## config.mk

```make
export PLATFORM = sky130hd
export DESIGN_NAME = fetch_ctrl_flat
export DESIGN_NICKNAME = d
export VERILOG_FILES = /design/src/rtl/lc3_ctrl_pkg.sv /design/src/rtl/fetch_ctrl_if.sv /design/src/rtl/br_eval.sv /design/src/rtl/fetch_ctrl.sv /design/src/flat_wrapper.sv
export SDC_FILE = /design/constraint.sdc
export NUM_CORES = 1
export LEC_CHECK = 0
export ABC_AREA = 1
export CAP_MARGIN = 5
export CORE_MARGIN = 10
export CORE_UTILIZATION = 48
export CTS_CLUSTER_SIZE = 10
export DETAILED_ROUTE_END_ITERATION = 12
export PLACE_DENSITY = 0.85
export SETUP_SLACK_MARGIN = 0.15
export SYNTH_ARGS = -nofsm -noshare
export SYNTH_HDL_FRONTEND = slang
export SYNTH_HIERARCHICAL = 1
export SYNTH_SLANG_ARGS = --single-unit
```

## constraint.sdc

```tcl
create_clock -name clk -period 2 [get_ports clk]
set_input_delay 0.3 -clock clk [delete_from_list [all_inputs] [get_ports clk]]
set_output_delay 0.3 -clock clk [all_outputs]
set_load 0.05 [all_outputs]
```

## src/rtl/lc3_ctrl_pkg.sv

```systemverilog
// Shared types and encodings for the LC-3 style fetch/sequencing controller.
package lc3_ctrl_pkg;

    typedef enum logic [3:0] {
        StHalted,
        StFetch1,
        StFetch2,
        StFetch3,
        StDecode,
        StBrTake,
        StJmp,
        StJsrSave,
        StJsrLoad,
        StPause
    } state_e;

    localparam logic [3:0] OpBr  = 4'h0;
    localparam logic [3:0] OpJmp = 4'hC;
    localparam logic [3:0] OpJsr = 4'h4;

    localparam logic [1:0] PcSelInc   = 2'b00;
    localparam logic [1:0] PcSelBus   = 2'b01;
    localparam logic [1:0] PcSelAdder = 2'b10;

endpackage

```

## src/rtl/fetch_ctrl_if.sv

```systemverilog
// Controller <-> datapath bundle: decoded IR fields and memory status in, load/gate strobes out.
interface fetch_ctrl_if;

    logic [3:0] opcode;
    logic [2:0] ir_nzp;
    logic [2:0] cc_nzp;
    logic       mem_rdy;
    logic       ld_pc;
    logic [1:0] pcmux_sel;
    logic       ld_mar;
    logic       ld_mdr;
    logic       ld_ir;
    logic       mem_oe;
    logic       gate_pc;

    modport master (
        input  opcode, ir_nzp, cc_nzp, mem_rdy,
        output ld_pc, pcmux_sel, ld_mar, ld_mdr, ld_ir, mem_oe, gate_pc
    );

    modport slave (
        output opcode, ir_nzp, cc_nzp, mem_rdy,
        input  ld_pc, pcmux_sel, ld_mar, ld_mdr, ld_ir, mem_oe, gate_pc
    );

endinterface

```

## src/rtl/br_eval.sv

```systemverilog
// Branch-condition test: taken when any requested condition code is currently set.
module br_eval (
    input  logic [2:0] ir_nzp,
    input  logic [2:0] cc_nzp,
    output logic       taken
);

    assign taken = |(ir_nzp & cc_nzp);

endmodule

```

## src/rtl/fetch_ctrl.sv

```systemverilog
// Instruction fetch / sequencing FSM. Define FETCH_MEM_WAIT_EN to make FETCH2 wait on mem_rdy
// instead of using a fixed two-cycle read.
module fetch_ctrl
    import lc3_ctrl_pkg::*;
#(
    parameter logic [3:0] PAUSE_OP = 4'hD
) (
    input  logic               clk,
    input  logic               reset,
    input  logic               run,
    input  logic               continue_i,
    fetch_ctrl_if.master       bus,
    output logic               exec_pulse,
    output logic [15:0]        instr_count
);

    state_e      state_q, state_d;
    logic [15:0] instr_count_q;
    logic        cnt_inc;
    logic        br_taken;
    logic        f2_done;
    logic        is_exec;

    br_eval u_br_eval (
        .ir_nzp (bus.ir_nzp),
        .cc_nzp (bus.cc_nzp),
        .taken  (br_taken)
    );

`ifdef FETCH_MEM_WAIT_EN
    assign f2_done = bus.mem_rdy;
`else
    logic f2_cnt_q;
    logic unused_mem_rdy;

    assign unused_mem_rdy = bus.mem_rdy;
    assign f2_done        = f2_cnt_q;

    always_ff @(posedge clk or negedge reset) begin
        if (!reset) begin
            f2_cnt_q <= 1'b0;
        end else begin
            f2_cnt_q <= (state_q == StFetch2) ? ~f2_cnt_q : 1'b0;
        end
    end
`endif

    assign is_exec = (bus.opcode != OpBr) && (bus.opcode != OpJmp) &&
                     (bus.opcode != OpJsr) && (bus.opcode != PAUSE_OP);

    always_ff @(posedge clk or negedge reset) begin
        if (!reset) begin
            state_q <= StHalted;
        end else begin
            state_q <= state_d;
        end
    end

    always_comb begin
        state_d = state_q;
        unique case (state_q)
            StHalted:  if (run) state_d = StFetch1;
            StFetch1:  state_d = StFetch2;
            StFetch2:  if (f2_done) state_d = StFetch3;
            StFetch3:  state_d = StDecode;
            StDecode: begin
                // run is only honoured here so a fetch in flight always completes
                if (bus.opcode == OpBr) begin
                    if (br_taken) state_d = StBrTake;
                    else          state_d = run ? StFetch1 : StHalted;
                end else if (bus.opcode == OpJmp) begin
                    state_d = StJmp;
                end else if (bus.opcode == OpJsr) begin
                    state_d = StJsrSave;
                end else if (bus.opcode == PAUSE_OP) begin
                    state_d = StPause;
                end else begin
                    state_d = run ? StFetch1 : StHalted;
                end
            end
            StBrTake:  state_d = StFetch1;
            StJmp:     state_d = StFetch1;
            StJsrSave: state_d = StJsrLoad;
            StJsrLoad: state_d = StFetch1;
            StPause:   if (continue_i) state_d = StFetch1;
            default:   state_d = StHalted;
        endcase
    end

    always_comb begin
        bus.ld_pc     = 1'b0;
        bus.pcmux_sel = PcSelInc;
        bus.ld_mar    = 1'b0;
        bus.ld_mdr    = 1'b0;
        bus.ld_ir     = 1'b0;
        bus.mem_oe    = 1'b0;
        bus.gate_pc   = 1'b0;
        exec_pulse    = 1'b0;
        unique case (state_q)
            StFetch1: begin
                bus.gate_pc = 1'b1;
                bus.ld_mar  = 1'b1;
                bus.ld_pc   = 1'b1;
            end
            StFetch2: begin
                bus.mem_oe = 1'b1;
                bus.ld_mdr = f2_done;
            end
            StFetch3:  bus.ld_ir = 1'b1;
            StDecode:  exec_pulse = is_exec;
            StBrTake: begin
                bus.ld_pc     = 1'b1;
                bus.pcmux_sel = PcSelAdder;
            end
            StJmp: begin
                bus.ld_pc     = 1'b1;
                bus.pcmux_sel = PcSelBus;
            end
            StJsrSave: bus.gate_pc = 1'b1;
            StJsrLoad: begin
                bus.ld_pc     = 1'b1;
                bus.pcmux_sel = PcSelAdder;
            end
            default: ;
        endcase
    end

    // Retirement is any re-entry to FETCH1 other than the first one out of HALTED.
    assign cnt_inc = (state_d == StFetch1) && (state_q != StHalted) && (state_q != StFetch1);

    always_ff @(posedge clk or negedge reset) begin
        if (!reset) begin
            instr_count_q <= 16'h0000;
        end else if (cnt_inc) begin
            instr_count_q <= instr_count_q + 16'h0001;
        end
    end

    assign instr_count = instr_count_q;

endmodule

```

## src/flat_wrapper.sv

```systemverilog
// flat-port wrapper written by rule: the top's interface ports become plain ports
module fetch_ctrl_flat import lc3_ctrl_pkg::*;
#(
    parameter logic [3:0] PAUSE_OP = 4'hD
)
  (clk, reset, run, continue_i, exec_pulse, instr_count, bus_opcode, bus_ir_nzp, bus_cc_nzp, bus_mem_rdy, bus_ld_pc, bus_pcmux_sel, bus_ld_mar, bus_ld_mdr, bus_ld_ir, bus_mem_oe, bus_gate_pc);
  fetch_ctrl_if bus_i ();
  input  logic clk;
  input  logic reset;
  input  logic run;
  input  logic continue_i;
  output logic exec_pulse;
  output logic [15:0] instr_count;
  input wire logic [$bits(bus_i.opcode)-1:0] bus_opcode;
  input wire logic [$bits(bus_i.ir_nzp)-1:0] bus_ir_nzp;
  input wire logic [$bits(bus_i.cc_nzp)-1:0] bus_cc_nzp;
  input wire logic [$bits(bus_i.mem_rdy)-1:0] bus_mem_rdy;
  output wire logic [$bits(bus_i.ld_pc)-1:0] bus_ld_pc;
  output wire logic [$bits(bus_i.pcmux_sel)-1:0] bus_pcmux_sel;
  output wire logic [$bits(bus_i.ld_mar)-1:0] bus_ld_mar;
  output wire logic [$bits(bus_i.ld_mdr)-1:0] bus_ld_mdr;
  output wire logic [$bits(bus_i.ld_ir)-1:0] bus_ld_ir;
  output wire logic [$bits(bus_i.mem_oe)-1:0] bus_mem_oe;
  output wire logic [$bits(bus_i.gate_pc)-1:0] bus_gate_pc;
  assign bus_i.opcode = bus_opcode;
  assign bus_i.ir_nzp = bus_ir_nzp;
  assign bus_i.cc_nzp = bus_cc_nzp;
  assign bus_i.mem_rdy = bus_mem_rdy;
  assign bus_ld_pc = bus_i.ld_pc;
  assign bus_pcmux_sel = bus_i.pcmux_sel;
  assign bus_ld_mar = bus_i.ld_mar;
  assign bus_ld_mdr = bus_i.ld_mdr;
  assign bus_ld_ir = bus_i.ld_ir;
  assign bus_mem_oe = bus_i.mem_oe;
  assign bus_gate_pc = bus_i.gate_pc;
  fetch_ctrl #(.PAUSE_OP(PAUSE_OP)) u_core (.clk(clk), .reset(reset), .run(run), .continue_i(continue_i), .bus(bus_i), .exec_pulse(exec_pulse), .instr_count(instr_count));
endmodule
```

==> results.toml, run 1 <==
[clocking]
clock_latency_ns = 0.30
cts.clk_slew.worst_paths_ns = 0.12
clock_path_buffers = 2
cts_tree = "built"
cts_max_level = 1
ctsHoldBuffers = 0
cts-root-buf = "clkbuf_4"
clkSinkCount = 21
numCtsBuffers = 3

[final_layout]
final_area_um2 = 2090
final_common_cell = "nand2_1"
diodes = 0
fin_nets = 296
layout_common_cells = "95 x nand2_1, 28 x nor2_1, 21 x nand4_1, 21 x dfrtp_1, 20 x inv_1"
seqCellArea_um2 = 526
area_delta_synth_final_pct = 37.6
fill_cells = 276
drive_gt1_share_pct = 12.9
multi_input_comb_area_um2 = 891

[logic_synthesis]
syn_inst = 232
ys_ff_latch = 21
yosysWarnings = 6
syn_area_per_cell_um2 = 6.55
ys_seq_area_share_pct = 34.6
netlist_area_um2 = 1520
synth_cell_types = 25
synth_nets = 248

[detailed_routing]
via_per_inst = 5.09
drc = 0
dr.max_layer_used = "met4"
routedWlPerCell_um = 12.2
wl_met1_um = 1830
drtPass1Iterations = 5
routed-wl-met2_um = 1830
via_count = 1644
detailedRoute.firstIterationViolations = 115
wl_met3_um = 271
detail-route-antenna-nets = 0
wl_um = 3950

[global_route]
track_usage_pct = 13.2
grt_pass1_vias = 1603
overflow = 0
grt_start_max_net_pins = 22
antenna_found_initial = 0
grt_pass1_wl_um = 6790

[floorplanning]
fp.dieH_um = 76.3
dieArea_um2 = 5820
start_util_pct = 49.8
core_area_um2 = 3050
io_pins = 40
die_x_um = 76.3
rows = 20

[critical_path]
path_max_fanout = 4
crit_path_start_kind = "flop"
critPathRequiredTime_ns = 1.70
worstSetupStartpoint = "u_core/state_q[3]$_DFF_PN0_"
critPathCaptureType = "output port"
crit_end = "bus_ld_pc"
r2r_start = "u_core/state_q[2]$_DFF_PN0_"
reg2reg_depth = 10
cp_data_arrival_time_ns = 1.47
r2r_setup_slack_ns = 0.31
crit_type = "reg -> out"
rr_endpoint = "u_core/instr_count[2]$_DFFE_PN0P_"

[power_and_ir_drop]
power_density_nw_per_um2 = 1130
switching_share_pct = 51.6
share_seq_of_total_power_pct = 24.2
max-vdd-ir-drop_v = 0.000832
p_leak_nw = 1.13
p_int_mw = 1.15
clkPwrFrac_pct = 8.4
p_comb_share_pct = 67.3
switching_power_mw = 1.22

[sta]
rsz0062_at_grt = "true"
slew_headroom_pct = 66.2
fmax_mhz = 564
report.final.slew_viol_count = 0
min_period_over_period_pct = 88.6
fin_skew_ns = 0.0104
fin_crit_ns = 1.77
finalHoldViolCount = 0
setup_viol = 0
tightest_slew_ns = 0.506
fin_setup_tns_ns = 0

[placement]
dpl_cell_area_um2 = 2050
port_buffers = 38
gp_congestion = 0.902
dp_hpwl_um = 3070

[flow_run]
maxCapViolCount = 0

[hold_path]
hp-class = "in -> async"

[outcome]
status = "complete, no violations"
area by class of cell:
type / count / area share (%)
Sequential cell: 21 / 25.1
Inverter: 25 / 4.49
Multi-Input combinational cell: 182 / 42.6
Clock buffer: 4 / 1.26
Timing Repair Buffer: 47 / 23.9
Tap cell: 44 / 2.63
registers in the layout, indices dropped and copies added (netlist names):
register,flops
u_core/f2_cnt_q,1
u_core/state_q,4
u_core/instr_count,16
layer usage:
metal	global-route usage, %	up-vias
met1	17.5	739
li1	-	837
met5	0	-
met4	2.79	0
met3	2.83	4
met2	21.3	64
synthesized netlist by cell type:
library cell | n | area share (%)
xor2_1 | 3 | 1.7
nand4_1 | 21 | 8.6
ha_1 | 1 | 0.82
nor3_2 | 1 | 0.66
buf_4 | 1 | 0.49
dfrtp_1 | 21 | 35
nand3_4 | 1 | 1.2
inv_2 | 4 | 0.99
nor2_4 | 2 | 1.5
clkinv_1 | 1 | 0.25
a21oi_4 | 1 | 1.1
nor3_1 | 1 | 0.33
inv_1 | 20 | 4.9
nor2_2 | 1 | 0.41
nand3b_1 | 2 | 0.99
o21ai_1 | 1 | 0.33
xnor2_1 | 4 | 2.3
o21ai_0 | 4 | 1.3
nand2_4 | 1 | 0.74
buf_2 | 2 | 0.66
buf_6 | 1 | 0.74
nor2_1 | 31 | 7.7
nand3_1 | 11 | 3.6
nand2_1 | 95 | 23
nand3_2 | 1 | 0.66
metrics by stage:
stage	setup WS (ns)	hold WS, ns	power, mW	cells	utilization [%]
after floorplan	0.102	0.00441	1.56	232	-
after global placement	0.143	0.446	2.11	317	67.1
after detailed placement	0.106	0.443	2.13	317	67.1
after CTS	0.173	0.326	2.34	321	67.6
after global routing	0.124	0.344	2.52	323	68.5
final	0.227	0.323	2.37	323	68.5
critical path: stages, from the launching register on:
cell	delay [ns]
dfrtp_1	0.41
inv_2	0.07
nand2_1	0.18
nor2_4	0.19
inv_1	0.07
nand4_1	0.11
buf_12	0.15
logic make-up (layout without fill, tap and decap cells):
kind of cell / after synthesis / count (layout) / synth area share (%)
AOI/OAI and AO/OA: 6 / 6 / 2.72
and+or+nand+nor: 168 / 168 / 49.8
DFF: 21 / 21 / 34.6
adders and majority gates: 1 / 1 / 0.823
buffers and inverters: 29 / 76 / 8.07
xor gates and xnor gates: 7 / 7 / 4.03
power by group through the flow:
stage	Sequential, mW	Combinational (mW)	Clock [mW]
after floorplan	0.657	0.905	0
after global placement	0.578	1.53	0
after detailed placement	0.579	1.55	0
after CTS	0.570	1.56	0.206
after global routing	0.590	1.71	0.218
final	0.574	1.60	0.200
how the worst min path moves through the flow:
stage | start | to | slack [ns]
CTS | reset | u_core/instr_count[13]$_DFFE_PN0P_ | 0.33
finish | reset | u_core/instr_count[13]$_DFFE_PN0P_ | 0.32
global route | reset | u_core/instr_count[13]$_DFFE_PN0P_ | 0.34
floorplan | reset | u_core/f2_cnt_q$_DFF_PN0_ | 0.004
detailed placement | u_core/f2_cnt_q$_DFF_PN0_ | u_core/f2_cnt_q$_DFF_PN0_ | 0.44
global placement | u_core/f2_cnt_q$_DFF_PN0_ | u_core/f2_cnt_q$_DFF_PN0_ | 0.45
repair_timing:
item                                    CTS  global route
setup buffers                             0             2
gates cloned                              0             0
hold endpoints to repair                  0             0
pin swaps                                 0             1
endpoints found under the setup margin   15             6
resized for setup                        15             4
No activity file was read; power rests on OpenSTA's default activity.
==> inputs of run 2 (changes only) <==
- CORE_ASPECT_RATIO: not set -> 0.75
- SETUP_SLACK_MARGIN: 0.15 -> not set
==> run 2 against run 1 <==
  * Worst hold slack better by 0.054 ns
  * Register-to-register slack about the same
  * Clock power up 36%
  * Die area is 0.40% higher
  * Sequential power decreased by 1%
  * Critical endpoint is now instr_count[11]
==> results.toml, run 2 (synthesis gave the netlist of run 1 again) <==
[outcome]
status = "complete, no violations"

[final_layout]
fill_cells = 253
diodes = 0
fin_cells = 314
area_delta_synth_final_pct = 36.6
largest_reg_flops = 16
drive_gt1_share_pct = 11.2
layout_common_cells = "95 x nand2_1, 30 x nor2_1, 29 x clkdlybuf4s50_1"
final_common_cell = "nand2_1"
fin_nets = 293
seqCellArea_um2 = 526
multi_input_comb_area_um2 = 875

[sta]
fin_crit_ns = 1.88
slew_headroom_pct = 65.8
layout_setup_ws_ns = 0.121
fin_hold_ws_ns = 0.377
fin_skew_ns = 0.00596
tightest_slew_ns = 0.511
report.final.slew_viol_count = 0
min_period_over_period_pct = 94.0
rsz0062_at_grt = "false"
fmax_mhz = 532
setup_viol = 0
fin_setup_tns_ns = 0
finalHoldViolCount = 0

[placement]
gp_congestion = 0.942
place_ws_ns = 0.0914
dp_hpwl_um = 3370
port_buffers = 38
dp_cells = 310

[power_and_ir_drop]
p_int_mw = 1.19
p_leak_nw = 1.02
switching_power_mw = 1.22
power_density_nw_per_um2 = 1160
clkPwrFrac_pct = 11.3
max-vdd-ir-drop_v = 0.00125
switching_share_pct = 50.5
share_seq_of_total_power_pct = 23.6
p_comb_share_pct = 65.1

[floorplanning]
core_area_um2 = 3000
io_pins = 40
start_util_pct = 50.7
die_x_um = 85.0
fp.dieH_um = 68.7
rows = 17
dieArea_um2 = 5840

[detailed_routing]
detailedRoute.firstIterationViolations = 178
drc = 0
drtPass1Iterations = 4
wl_met1_um = 1870
routed-wl-met2_um = 2020
detail-route-antenna-nets = 0
wl_met3_um = 381
dr.max_layer_used = "met4"
wl_um = 4320
via_per_inst = 5.35
routedWlPerCell_um = 13.7
via_count = 1681

[critical_path]
crit_path_start_kind = "flop"
r2r_start = "u_core/state_q[0]$_DFF_PN0_"
worstSetupStartpoint = "u_core/instr_count[11]$_DFFE_PN0P_"
critPathRequiredTime_ns = 1.70
crit_chain = "clkdlybuf4s50_1"
crit_path_top_delay_cell = "clkdlybuf4s50_1"
cp_data_arrival_time_ns = 1.58
path_max_fanout = 7
crit_buf_inv = 1
cp_slowest_stage_delay_ns = 0.85
critPathCaptureType = "output port"
crit_family = "buffers and inverters"
crit_type = "reg -> out"

[hold_path]
hp-class = "in -> async"

[clocking]
cts_setup_buffers = 0
cts_max_level = 1
numCtsBuffers = 3
cts-root-buf = "clkbuf_8"
ctsHoldBuffers = 0
cts_tree = "built"
cts_resized = 0
clkSinkCount = 21
clock_latency_ns = 0.26
clock_path_buffers = 2
cts.clk_slew.worst_paths_ns = 0.08

[global_route]
overflow = 0
antenna_found_initial = 0
grt_start_max_net_pins = 22
track_usage_pct = 14.6
grt_pass1_wl_um = 7130
grt_pass1_vias = 1529

[flow_run]
maxCapViolCount = 0
## run 2: power groups by stage
stage               combinational, mW  sequential [mW]  clock [mW]
floorplan                       0.900            0.657           0
global placement                 1.53            0.574           0
detailed placement               1.56            0.576           0
CTS                              1.56            0.569       0.280
global route                     1.69            0.584       0.297
finish                           1.57            0.568       0.272
## run 2: per-layer routing
metal | global-route usage [%] | vias to the layer above
met5 | 0 | -
met4 | 2.87 | 0
met3 | 4.33 | 8
met2 | 25.9 | 69
met1 | 17.5 | 775
li1 | - | 829
## run 2: layout make-up
class / count / area share, %
inverter: 25 / 4.52
sequential: 21 / 25.3
clock buffer: 4 / 2.17
tap: 38 / 2.29
multi-input combinational: 182 / 42.1
timing repair buffer: 44 / 23.6
## run 2: worst paths after layout
kind | end | slack (ns) | cells past startpoint
hold / removal | u_core/instr_count[7]$_DFFE_PN0P_ | 0.38 | 2
min in group clk | u_core/f2_cnt_q$_DFF_PN0_ | 0.44 | 1
setup / recovery | instr_count[11] | 0.12 | 1
setup reg to reg | u_core/instr_count[0]$_DFFE_PN0P_ | 0.32 | 8
max in group asynchronous | u_core/instr_count[3]$_DFFE_PN0P_ | 1.40 | 2
hold reg to reg | u_core/f2_cnt_q$_DFF_PN0_ | 0.44 | 1
## run 2: metrics by stage
step | power, mW | utilization [%] | instance area, um2
3_5_place_dp | 2.14 | 67.8 | 2030
3_3_place_gp | 2.10 | 67.8 | 2030
5_1_grt | 2.57 | 69.3 | 2080
6_report | 2.41 | 69.3 | 2080
4_1_cts | 2.41 | 69.3 | 2080
2_1_floorplan | 1.56 | - | 1520
==> inputs of run 3 (changes only) <==
- CAP_MARGIN: 5 -> 20
==> results of run 3 <==
Same layout as run 2: the final DEF is identical, and so are final timing and power.
